### src/rtl/sort_bitonic_pipe.sv
// Fully pipelined bitonic sorting network: one beat of NUM_ELEM unsigned keys per cycle,
// one registered compare-exchange stage per (k, j) pair, global stall from the output side.
module sort_bitonic_pipe #(
   parameter int unsigned NUM_ELEM = 16,
   parameter int unsigned DATA_W   = 8
) (
   input  logic                         clk,
   input  logic                         rst_n,
   input  logic                         in_valid,
   output logic                         in_ready,
   input  logic                         in_desc,
   input  logic [NUM_ELEM*DATA_W-1:0]   data_in,
   output logic                         out_valid,
   input  logic                         out_ready,
   output logic                         out_desc,
   output logic [NUM_ELEM*DATA_W-1:0]   data_out,
   output logic                         busy
);

   localparam int unsigned LOG_N  = $clog2(NUM_ELEM);
   localparam int unsigned STAGES = LOG_N * (LOG_N + 1) / 2;
   localparam int unsigned BUS_W  = NUM_ELEM * DATA_W;

   if (NUM_ELEM < 2 || NUM_ELEM > 64 || (NUM_ELEM & (NUM_ELEM - 1)) != 0) begin : g_bad_num_elem
      $error("sort_bitonic_pipe: NUM_ELEM must be a power of two in 2..64");
   end
   if (DATA_W < 1 || DATA_W > 32) begin : g_bad_data_w
      $error("sort_bitonic_pipe: DATA_W must lie in 1..32");
   end

   logic              stg_valid [STAGES];
   logic              stg_desc  [STAGES];
   logic [BUS_W-1:0]  stg_data  [STAGES];
   logic              stall;

   // Pair (lo, hi) must be exchanged; equal keys never move.
   function automatic logic swap_needed(input logic [DATA_W-1:0] lo,
                                        input logic [DATA_W-1:0] hi,
                                        input logic              up);
      return up ? (lo > hi) : (lo < hi);
   endfunction

   assign stall     = stg_valid[STAGES-1] & ~out_ready;
   assign in_ready  = ~stall;
   assign out_valid = stg_valid[STAGES-1];
   assign out_desc  = stg_desc[STAGES-1];
   assign data_out  = stg_data[STAGES-1];

   always_comb begin : busy_or
      busy = 1'b0;
      for (int unsigned s = 0; s < STAGES; s++) begin
         busy = busy | stg_valid[s];
      end
   end

   // Stage index S enumerates k = 2^lk (outer) and j = 2^(lj-1) from k/2 down to 1 (inner).
   for (genvar lk = 1; lk <= LOG_N; lk++) begin : g_k
      for (genvar lj = lk; lj >= 1; lj--) begin : g_j
         localparam int unsigned S = lk * (lk - 1) / 2 + (lk - lj);
         localparam int unsigned K = 32'd1 << lk;
         localparam int unsigned J = 32'd1 << (lj - 1);

         logic             src_valid;
         logic             src_desc;
         logic [BUS_W-1:0] src_data;
         logic [BUS_W-1:0] cx_c;

         if (S == 0) begin : g_head
            assign src_valid = in_valid;
            assign src_desc  = in_desc;
            assign src_data  = data_in;
         end else begin : g_body
            assign src_valid = stg_valid[S-1];
            assign src_desc  = stg_desc[S-1];
            assign src_data  = stg_data[S-1];
         end

         always_comb begin : cmp_exch
            cx_c = src_data;
            for (int unsigned i = 0; i < NUM_ELEM; i++) begin
               if (((i ^ J) > i) &&
                   swap_needed(src_data[i*DATA_W +: DATA_W],
                               src_data[(i ^ J)*DATA_W +: DATA_W],
                               ((i & K) == 0) ^ src_desc)) begin
                  cx_c[i*DATA_W +: DATA_W]       = src_data[(i ^ J)*DATA_W +: DATA_W];
                  cx_c[(i ^ J)*DATA_W +: DATA_W] = src_data[i*DATA_W +: DATA_W];
               end
            end
         end

         always_ff @(posedge clk or negedge rst_n) begin : stage_reg
            if (!rst_n) begin
               stg_valid[S] <= 1'b0;
               stg_desc[S]  <= 1'b0;
               stg_data[S]  <= '0;
            end else if (!stall) begin
               stg_valid[S] <= src_valid;
               stg_desc[S]  <= src_desc;
               stg_data[S]  <= cx_c;
            end
         end
      end
   end

endmodule
### config.mk
export PLATFORM = sky130hd
export DESIGN_NAME = sort_bitonic_pipe
export DESIGN_NICKNAME = d
export VERILOG_FILES = /design/src/rtl/sort_bitonic_pipe.sv
export SDC_FILE = /design/constraint.sdc
export NUM_CORES = 2
export LEC_CHECK = 0
export ABC_AREA = 1
export BUFFER_PORTS_ARGS = -buffer_cell sky130_fd_sc_hd__buf_2
export CELL_PAD_IN_SITES_DETAIL_PLACEMENT = 1
export CELL_PAD_IN_SITES_GLOBAL_PLACEMENT = 1
export CORE_MARGIN = 3
export CORE_UTILIZATION = 42
export CTS_CLUSTER_SIZE = 12
export DETAILED_ROUTE_END_ITERATION = 8
export PLACE_DENSITY_LB_ADDON = 0.1
export SLEW_MARGIN = 40
export SYNTH_ARGS = -nofsm -noshare
export SYNTH_HDL_FRONTEND = slang
export SYNTH_SLANG_ARGS = --single-unit
### constraint.sdc
create_clock -name clk -period 1.73 [get_ports clk]
set_input_delay 0.0865 -clock clk [delete_from_list [all_inputs] [get_ports clk]]
set_output_delay 0.0865 -clock clk [all_outputs]
set_load 0.005 [all_outputs]
==> results.py <==
metrics = {
    "critical_path": {
        "crit_path_max_incr_delay_ns": 0.40,
        "path_delay_family": "simple AND/OR/NAND/NOR gates",
        "cp_cell_sequence": "inv_2, ha_1, nand2_1, inv_1, nand2_1, nand2_1, nand2_2, nand2_1, nand2_2, buf_6, nand3_1, nand3_1, nand2_1",
        "path_buf_inv": 3,
        "cp.required_ns": 2.43,
        "cp_slowest_cell": "dfrtp_1",
        "cp.arrival_ns": 3.03,
        "reg2reg_depth": 13,
        "r2r-end": "g_k[4].g_j[2].src_data[23]",
        "cp_common_cell": "nand2_1",
        "path_class": "register to register",
        "r2r_slack_ns": -0.59,
        "timing.rr.start": "g_k[4].g_j[3].src_data[51]",
        "critPathMaxFanout": 8,
        "worstSetupEndpointType": "register",
        "start_kind": "register",
    },
    "synth": {
        "ys_seq_elements": 1300,
        "yosysMostFrequentCell": "nand2_1",
        "synth.distinct_cells": 29,
        "syn_nets": 12921,
        "synthTopCellsByCount": "nand2_1, nand3_1, inv_1, dfrtp_1, ha_1",
        "synth_edf_count": 0,
        "synth_cells": 12148,
        "synth_top_area_share_pct": 38.29,
        "netlist_area_um2": 84950,
        "avgSynthCellArea_um2": 6.993,
        "ys_seq_area_share_pct": 38.29,
        "synth_ff_type": "dfrtp_1",
        "yosys_warnings": 0,
        "synthTopCellsByArea": "dfrtp_1, nand2_1, nand3_1",
        "synth-async-reset-ratio_pct": 100.0,
        "synth_top_area_cell": "dfrtp_1",
    },
    "finish": {
        "final_nets": 15243,
        "drive_gt1_share_pct": 36.70,
        "area_delta_synth_final_pct": 51.31,
    },
    "clock_network": {
        "clk_latency_ns": 0.87,
        "cts.clk_slew.worst_paths_ns": 0.07,
        "clk_path_buf_depth": 3,
        "cts_inserted_buffers": 161,
        "htreeDepth": 4,
        "cts_root_buf": "clkbuf_16",
        "cts_tree": "yes",
        "cts_sinks": 1300,
    },
    "sta": {
        "rsz0062_at_grt": "true",
        "slew_violations": 0,
        "fin_crit_ns": 2.324,
        "fin_crit_sh_pct": 134.3,
        "fmax_ghz": 0.4303,
        "tightestPinTransition_ns": 0.5511,
        "finalSetupViolCount": 1215,
        "hold_viol": 0,
        "slew_headroom_pct": 63.26,
        "fin_skew_ns": 0.04184,
        "finalWorstSetupSlack_ns": -0.5938,
    },
    "placement": {
        "post-dp-hpwl_um": 245700,
        "pre_cts_slack_ns": -0.3983,
        "port_buffers": 264,
        "finalWeightedCongestion": 0.9842,
    },
    "die": {
        "io-pin-count": 265,
        "coreArea_um2": 200500,
        "die_w_um": 455.7,
        "die_h_um": 455.7,
        "die-area_um2": 207700,
        "rows": 164,
        "start_util_pct": 42.38,
    },
    "drt": {
        "antenna_left": 0,
        "drt_iter0_drc": 7115,
        "drt_pass1_iterations": 5,
        "vias": 97408,
        "via_per_inst": 5.643,
        "drc": 0,
        "wirelength_um": 423600,
        "wl_per_cell_um": 24.54,
    },
    "outcome": {
        "failed_checks": "negative setup slack",
        "status": "finished, violations left",
    },
    "worst_hold_path": {
        "min_path_cells": 9,
        "whs_endpoint": "g_k[2].g_j[2].src_data[11]",
        "holdCritPathClass": "input port to register",
        "min_from": "data_in[7]",
    },
    "run": {
        "drv_cap": 0,
    },
    "global_routing": {
        "antenna_found_initial": 9,
        "track_usage_pct": 30.89,
        "grt_start_max_net_pins": 96,
        "grt_overflow": 0,
        "grt_pass1_vias": 94759,
        "grt_pass1_wl_um": 520100,
    },
}
## per-stage QoR
stage	hold WS [ns]	utilization, %	instances	area [um^2]	setup TNS (ns)
after floorplan	-0.2091	-	12148	84950	0
after global placement	0.05448	50.54	16327	101300	-93.97
after detailed placement	0.04965	50.54	16327	101300	-162.11
after CTS	0.07778	55.03	16803	110300	-164.45
after global routing	0.1367	64.12	17262	128500	-304.01
final	0.1028	64.12	17262	128500	-204.66
## registers in the layout (all words and copies together), names as in the netlist
signal / count
g_k.g_j.src_desc: 9
out_valid: 1
g_k.g_j.src_valid: 9
data_out: 128
g_k.g_j.src_data: 1152
out_desc: 1
## per-layer routing
metal,up-vias,GRT usage [%],routed length (um)
li1,43203,-,-
met1,48662,36.48,153900
met2,3755,56.27,211000
met3,1782,3.134,23510
met4,6,14.11,35130
met5,-,0,39
## worst max path at each step
stage                     slack, ns                       start                    endpoint  cells past startpoint
after floorplan                0.02  g_k[2].g_j[2].src_data[71]  g_k[2].g_j[1].src_data[70]                      9
after global placement        -0.35  g_k[4].g_j[4].src_data[78]  g_k[4].g_j[3].src_data[15]                     11
after detailed placement      -0.40  g_k[4].g_j[4].src_data[78]  g_k[4].g_j[3].src_data[15]                     11
after CTS                     -0.34                   out_valid                    in_ready                      6
after global routing          -0.61  g_k[4].g_j[3].src_data[51]  g_k[4].g_j[2].src_data[23]                     13
final                         -0.59  g_k[4].g_j[3].src_data[51]  g_k[4].g_j[2].src_data[23]                     13
## cell usage in the layout, fill, tap and decap left out, drive strengths merged, types with 134 or more instances in the layout
master       synthesis  layout
nand2             4858    4900
nand3             2640    2640
buf                469    2466
inv               1567    1574
dfrtp             1300    1300
ha                 640     640
clkbuf              75     276
nor2               258     258
a21oi              210     210
dlygate4sd3          0     134
## worst register-to-register path: stages, from the launching register on
cell	delay, ns
dfrtp_1	0.40
inv_2	0.15
ha_1	0.28
nand2_1	0.10
inv_1	0.09
nand2_1	0.12
nand2_1	0.10
nand2_2	0.09
nand2_1	0.08
nand2_2	0.15
buf_6	0.17
nand3_1	0.10
nand3_1	0.22
nand2_1	0.13
## layout make-up
class,instances,area (um^2)
antenna,3,7.507
clock buffer,218,4577
clock inverter,78,1050
fill,23709,71940
inverter,1568,5903
multi-input combinational,8778,57300
sequential,1300,32580
tap,2656,3323
timing repair buffer,2661,23800
## timing repair
item,in CTS,in global routing
resized for setup,362,2891
setup buffers,34,351
hold endpoints to repair,1430,0
cloned,15,108
setup endpoints to repair,1181,1284
hold buffers,135,0
pin swaps,87,1065
## cell families (layout without fill, tap and decap cells)
family / count (synthesis) / count (layout) / synth area share [%]
flip-flops: 1300 / 1300 / 38.29
AND/OR/NAND/NOR: 7790 / 7832 / 39.69
buffers and inverters: 2112 / 4525 / 10.52
adder cells (fa/ha/maj): 640 / 640 / 9.426
other: 0 / 3 / 0
AO/OA/AOI/OAI: 306 / 306 / 2.069
Power is not shown: default switching activity piles up to over one toggle a cycle in this logic, so the estimate is an artifact.
